### src/rtl/icb_slave_bank.sv
// rtl/icb_slave_bank.sv - ICB slave decoding one window into config regs, a status reg and an SRAM port
module icb_slave_bank #(
  parameter logic [31:0]           BASE_HI = 32'h10042,
  parameter int                    WIN_AW  = 12,
  parameter int                    NUM_CFG = 2,
  parameter logic [32*NUM_CFG-1:0] CFG_RST = {32'h2, 32'h0},
  parameter int                    SRAM_AW = 10,
  parameter int                    RD_LAT  = 1
) (
  input  logic                   clk,
  input  logic                   rst_n,
  input  logic                   icb_cmd_valid,
  output logic                   icb_cmd_ready,
  input  logic                   icb_cmd_read,
  input  logic [31:0]            icb_cmd_addr,
  input  logic [31:0]            icb_cmd_wdata,
  input  logic [3:0]             icb_cmd_wmask,
  output logic                   icb_rsp_valid,
  input  logic                   icb_rsp_ready,
  output logic [31:0]            icb_rsp_rdata,
  output logic                   icb_rsp_err,
  output logic [32*NUM_CFG-1:0]  cfg_regs,
  output logic [NUM_CFG-1:0]     cfg_wr_pulse,
  input  logic [31:0]            status_in,
  output logic                   sram_wr_en,
  output logic [3:0]             sram_wr_be,
  output logic [SRAM_AW-1:0]     sram_wr_addr,
  output logic [31:0]            sram_wr_data,
  output logic                   sram_rd_en,
  output logic [SRAM_AW-1:0]     sram_rd_addr,
  input  logic [31:0]            sram_rd_data
);

  localparam logic [31:0] OFF_MASK   = (32'd1 << WIN_AW) - 32'd1;
  localparam logic [31:0] STATUS_OFF = 32'(4 * NUM_CFG);
  localparam logic [31:0] SRAM_BASE  = 32'(4 * (NUM_CFG + 1));
  localparam logic [31:0] SRAM_DEPTH = 32'd1 << SRAM_AW;

  typedef enum logic [1:0] {IDLE, RD_WAIT, RSP} state_t;

  state_t      state;
  logic [2:0]  lat_cnt;
  logic [31:0] offset;
  logic [31:0] sram_idx;
  logic        in_win;
  logic        is_cfg;
  logic        is_status;
  logic        is_sram;
  logic        cmd_err;
  logic [31:0] cfg_rd_val;

  assign icb_cmd_ready = (state == IDLE);

  assign offset    = icb_cmd_addr & OFF_MASK;
  assign in_win    = (icb_cmd_addr >> WIN_AW) == BASE_HI;
  assign is_cfg    = offset < STATUS_OFF;
  assign is_status = offset == STATUS_OFF;
  assign is_sram   = offset >= SRAM_BASE;
  // Wraps for non-SRAM offsets; only consulted when is_sram is set.
  assign sram_idx  = (offset - SRAM_BASE) >> 2;
  assign cmd_err   = !in_win || (icb_cmd_addr[1:0] != 2'b00) ||
                     (is_sram && (sram_idx >= SRAM_DEPTH)) ||
                     (is_status && !icb_cmd_read);

  always_comb begin
    cfg_rd_val = '0;
    for (int i = 0; i < NUM_CFG; i++) begin
      if (offset[31:2] == 30'(i)) cfg_rd_val = cfg_regs[32*i +: 32];
    end
  end

  always_ff @(posedge clk) begin
    if (!rst_n) begin
      state         <= IDLE;
      lat_cnt       <= '0;
      cfg_regs      <= CFG_RST;
      cfg_wr_pulse  <= '0;
      icb_rsp_valid <= 1'b0;
      icb_rsp_err   <= 1'b0;
      icb_rsp_rdata <= '0;
      sram_wr_en    <= 1'b0;
      sram_wr_be    <= '0;
      sram_wr_addr  <= '0;
      sram_wr_data  <= '0;
      sram_rd_en    <= 1'b0;
      sram_rd_addr  <= '0;
    end else begin
      cfg_wr_pulse <= '0;
      sram_wr_en   <= 1'b0;
      sram_rd_en   <= 1'b0;
      case (state)
        IDLE: begin
          if (icb_cmd_valid) begin
            if (cmd_err) begin
              icb_rsp_valid <= 1'b1;
              icb_rsp_err   <= 1'b1;
              icb_rsp_rdata <= '0;
              state         <= RSP;
            end else if (icb_cmd_read) begin
              if (is_sram) begin
                sram_rd_en   <= 1'b1;
                sram_rd_addr <= sram_idx[SRAM_AW-1:0];
                lat_cnt      <= '0;
                state        <= RD_WAIT;
              end else begin
                icb_rsp_rdata <= is_status ? status_in : cfg_rd_val;
                icb_rsp_err   <= 1'b0;
                icb_rsp_valid <= 1'b1;
                state         <= RSP;
              end
            end else begin
              if (is_sram) begin
                sram_wr_en   <= 1'b1;
                sram_wr_be   <= icb_cmd_wmask;
                sram_wr_addr <= sram_idx[SRAM_AW-1:0];
                sram_wr_data <= icb_cmd_wdata;
              end else if (is_cfg) begin
                for (int i = 0; i < NUM_CFG; i++) begin
                  if (offset[31:2] == 30'(i)) begin
                    cfg_wr_pulse[i] <= 1'b1;
                    for (int k = 0; k < 4; k++) begin
                      if (icb_cmd_wmask[k])
                        cfg_regs[32*i + 8*k +: 8] <= icb_cmd_wdata[8*k +: 8];
                    end
                  end
                end
              end
              icb_rsp_err   <= 1'b0;
              icb_rsp_valid <= 1'b1;
              state         <= RSP;
            end
          end
        end
        RD_WAIT: begin
          lat_cnt <= lat_cnt + 3'd1;
          // lat_cnt == RD_LAT marks the cycle the SRAM data is valid.
          if (lat_cnt == 3'(RD_LAT)) begin
            icb_rsp_rdata <= sram_rd_data;
            icb_rsp_err   <= 1'b0;
            icb_rsp_valid <= 1'b1;
            state         <= RSP;
          end
        end
        RSP: begin
          if (icb_rsp_ready) begin
            icb_rsp_valid <= 1'b0;
            state         <= IDLE;
          end
        end
        default: state <= IDLE;
      endcase
    end
  end

endmodule

### config.mk
export PLATFORM = sky130hd
export DESIGN_NAME = icb_slave_bank
export DESIGN_NICKNAME = d
export VERILOG_FILES = /design/src/rtl/icb_slave_bank.sv
export SDC_FILE = /design/constraint.sdc
export NUM_CORES = 1
export LEC_CHECK = 0
export CORE_MARGIN = 3
export CORE_UTILIZATION = 41
export DETAILED_ROUTE_END_ITERATION = 16
export PLACE_DENSITY = 0.77
export SYNTH_ARGS = -nofsm -noshare
export SYNTH_HDL_FRONTEND = slang
export SYNTH_SLANG_ARGS = --single-unit
### constraint.sdc
create_clock -name clk -period 2.2 [get_ports clk]
set_input_delay 0.44 -clock clk [delete_from_list [all_inputs] [get_ports clk]]
set_output_delay 0.44 -clock clk [all_outputs]
set_load 0.02 [all_outputs]
==> metrics.cfg, run 1 <==
[timing]
hold_viol=0
finalCritPeriodShare_pct=113
worst_pin_slew_ns=0.606
fin_ws_ns=-0.280
final_max_slew_viol_count=0
fin_crit_ns=2.48
max_freq_mhz=403
clock_skew_ns=0.00551
rsz0062_at_grt=yes
setup_viol=65
relSlewSlack_pct=59.5

[clocking]
postCtsHoldBufs=0
cts.sinks=163
cts_root_buffer=clkbuf_16
cts_buffers=17
cts_buffer_depth=2
clk_pin_slew_ns=0.07
cts_max_level=4
cts_tree=built
insertion_delay_ns=0.43

[synth]
synth.area.top_cells=dfxtp_1 39%, a21oi_1 10%, nand4_1 5.2%
postSynthNetCount=1156
async_flop_share_pct=0
ys_seq_area_share_pct=39.5
synth_cell_types=58
yosysWarningCount=0
yosysTopAreaCellShare_pct=39.5
synth_area_mm2=0.00827
ys.flop_type=dfxtp_1
avgSynthCellArea_um2=8.16
yosysTopAreaCell=dfxtp_1
synthCells=1013
synth-seq-cells=163
synth_edf_count=0

[route]
vias=10511
vias_per_cell=6.33
drt_drc_violations_left=0
ant_nets=0
first_pass_iters=6
first_iter_violations=1211
drt-total-wl_um=39700
detail_route.wl_per_cell_um=23.9

[pwr]
power_mw=7.22
swShare_pct=26.5
comb_power_share_pct=13.4
seqPwrFrac_pct=42.1
p_int_mw=5.30
leakagePower_nw=5.06
p_clk_share_pct=44.5
p_switching_mw=1.92
power_density_mw_per_mm2=497
peakVddDrop_v=0.000592

[finish]
nets=1525
fill_cells=1384
regArea_mm2=0.00327
final_layout_size_suffix_gt1_share_pct=25.9
final_common_cell=clkdlybuf4s50_1
post-route-util_pct=73.9
final_cell_mix=259 x clkdlybuf4s50_1, 161 x dfxtp_1, 150 x a21oi_1, 94 x buf_4, 79 x nand2_1
syn_to_final_growth_pct=75.6
multiInputGateArea_mm2=0.00516

[critical_path]
reg2reg_slack_ns=-0.28
slowest_stage=or4b_4
cp_max_fo=6
cp-end-kind=flip-flop
crit_arrival_ns=2.79
critPathBufInv=2
required_ns=2.51
r2r-end=cfg_regs[40]
path_cells=or4b_4 > nor4_4 > or4b_4 > buf_12 > buf_12 > o21ai_2 > a21oi_1
worstSetupPathType=flip-flop to flip-flop
timing.rr.start=state[0]
reg2reg_depth=7
critPathLaunch=state[0]
crit_path_start_kind=flip-flop
cp_slowest_stage_delay_ns=0.58
path_delay_family=simple AND/OR/NAND/NOR gates

[floorplan]
die_w_um=148
initial_utilization_pct=42.1
die-area_mm2=0.0219
rows=51
core_area_mm2=0.0197
num_io_pins=296
chipHeight_um=148

[place]
numPortBuffers=295
gp_congestion=0.937
dpl.hpwl_um=25300

[grt]
grt_usage_pct=33.0
grt_max_degree=54
overflow=0
grt_pass1_wl_um=57500
antenna_found_initial=1
grt_pass1_vias=9888

[min_path]
worstHoldPathCells=3
min_to=sram_rd_addr[0]
hold_path.class=input pin to flip-flop
min_from=icb_cmd_addr[2]

[job]
drv_cap=0

[status]
violations=negative setup slack
status=finished with violations

[what timing repair did]
item | 4_1_cts | 5_1_grt
setup buffers | 28 | 14
hold endpoints to repair | 0 | 0
pin swaps | 58 | 82
resized for setup | 164 | 115
gates cloned | 15 | 6
setup endpoints to repair | 163 | 153
[per-layer routing]
metal  vias to the layer above  wire length [um]  share of wire [%]  track usage [%]
met3                       133              4510                 11             8.86
met2                       783             18200                 46             53.0
met1                      4954             15300                 39             42.6
met5                         -                 0                  0                0
li1                       4641                 -                  -                -
met4                         0              1670                4.2             12.6
[cell families (layout without fill, tap and decap cells)]
| kind of cell | count (synthesis) | after routing | synth area share [%] |
|---|---|---|---|
| buffers and inverters | 127 | 509 | 7.37 |
| and+or+nand+nor | 269 | 269 | 17.9 |
| xor gates and xnor gates | 7 | 7 | 0.741 |
| AOI/OAI and AO/OA | 440 | 440 | 33.5 |
| DFF | 163 | 163 | 39.5 |
| other | 0 | 1 | 0 |
| muxes | 1 | 1 | 0.121 |
| adders and majority gates | 6 | 6 | 0.908 |
[cells in the mapped netlist, types with 16 or more instances]
cell	count
nor2_1	16
o21ai_1	61
nand3_1	47
o2111ai_1	31
clkbuf_1	73
nand2_1	79
o31ai_1	26
nand4_1	69
a221o_1	31
o21ai_0	54
a21oi_1	165
buf_2	29
dfxtp_1	163
o21a_1	28
[power groups by stage]
stage | registers [mW] | clock network (mW) | logic (mW)
floorplan | 3.14 | 0 | 0.299
global placement | 3.10 | 0 | 0.877
detailed placement | 3.10 | 0 | 0.881
CTS | 3.04 | 3.22 | 0.903
global route | 3.04 | 3.34 | 1.01
finish | 3.04 | 3.22 | 0.964
[registers in the layout (all words and copies together) (netlist names)]
register / flops
sram_wr_addr: 10
icb_rsp_valid: 1
sram_wr_be: 4
sram_rd_addr: 10
sram_wr_en: 1
sram_wr_data: 32
sram_rd_en: 1
cfg_wr_pulse: 2
state: 2
cfg_regs: 64
icb_rsp_err: 1
lat_cnt: 3
icb_rsp_rdata: 32
[tightest hold or removal path, stage by stage]
cell,delay (ns)
buf_2,0.15
buf_4,0.13
a211oi_1,0.05
[worst max path at each step]
stage	endpoint	cells after the start
after detailed placement	cfg_regs[57]	7
after global placement	cfg_regs[17]	7
after floorplan	cfg_regs[40]	7
after CTS	cfg_regs[16]	7
after global routing	cfg_regs[21]	7
final	cfg_regs[40]	7
[per-stage QoR]
step	setup slack, ns	std cells	hold WS, ns	cell area, um2	setup TNS [ns]
floorplan	-0.0426	1013	0.496	8310	-1.83
global placement	-0.928	1571	0.444	12300	-123.36
detailed placement	-0.971	1571	0.462	12300	-130.66
CTS	-0.222	1646	0.424	14000	-10.89
global route	-0.310	1661	0.424	14500	-15.99
finish	-0.280	1661	0.395	14500	-13.88
[area by class of cell]
type / instances / area share, %
tap: 265 / 2.28
inverter: 7 / 0.198
antenna: 1 / 0.0172
clock inverter: 15 / 1.34
clock buffer: 17 / 2.93
multi-input combinational: 723 / 35.5
timing repair buffer: 470 / 35.2
sequential: 163 / 22.5
Power figures use the tool's default switching activity.
==> run 2: changes to the inputs <==
--- a/config.mk
+++ b/config.mk
@@ -8,6 +8,7 @@
 export CORE_MARGIN = 3
 export CORE_UTILIZATION = 41
 export DETAILED_ROUTE_END_ITERATION = 16
+export GPL_ROUTABILITY_DRIVEN = 1
 export PLACE_DENSITY = 0.77
 export SYNTH_ARGS = -nofsm -noshare
 export SYNTH_HDL_FRONTEND = slang
==> results of run 2 <==
Final layout, timing and power as in run 1 (identical DEF).
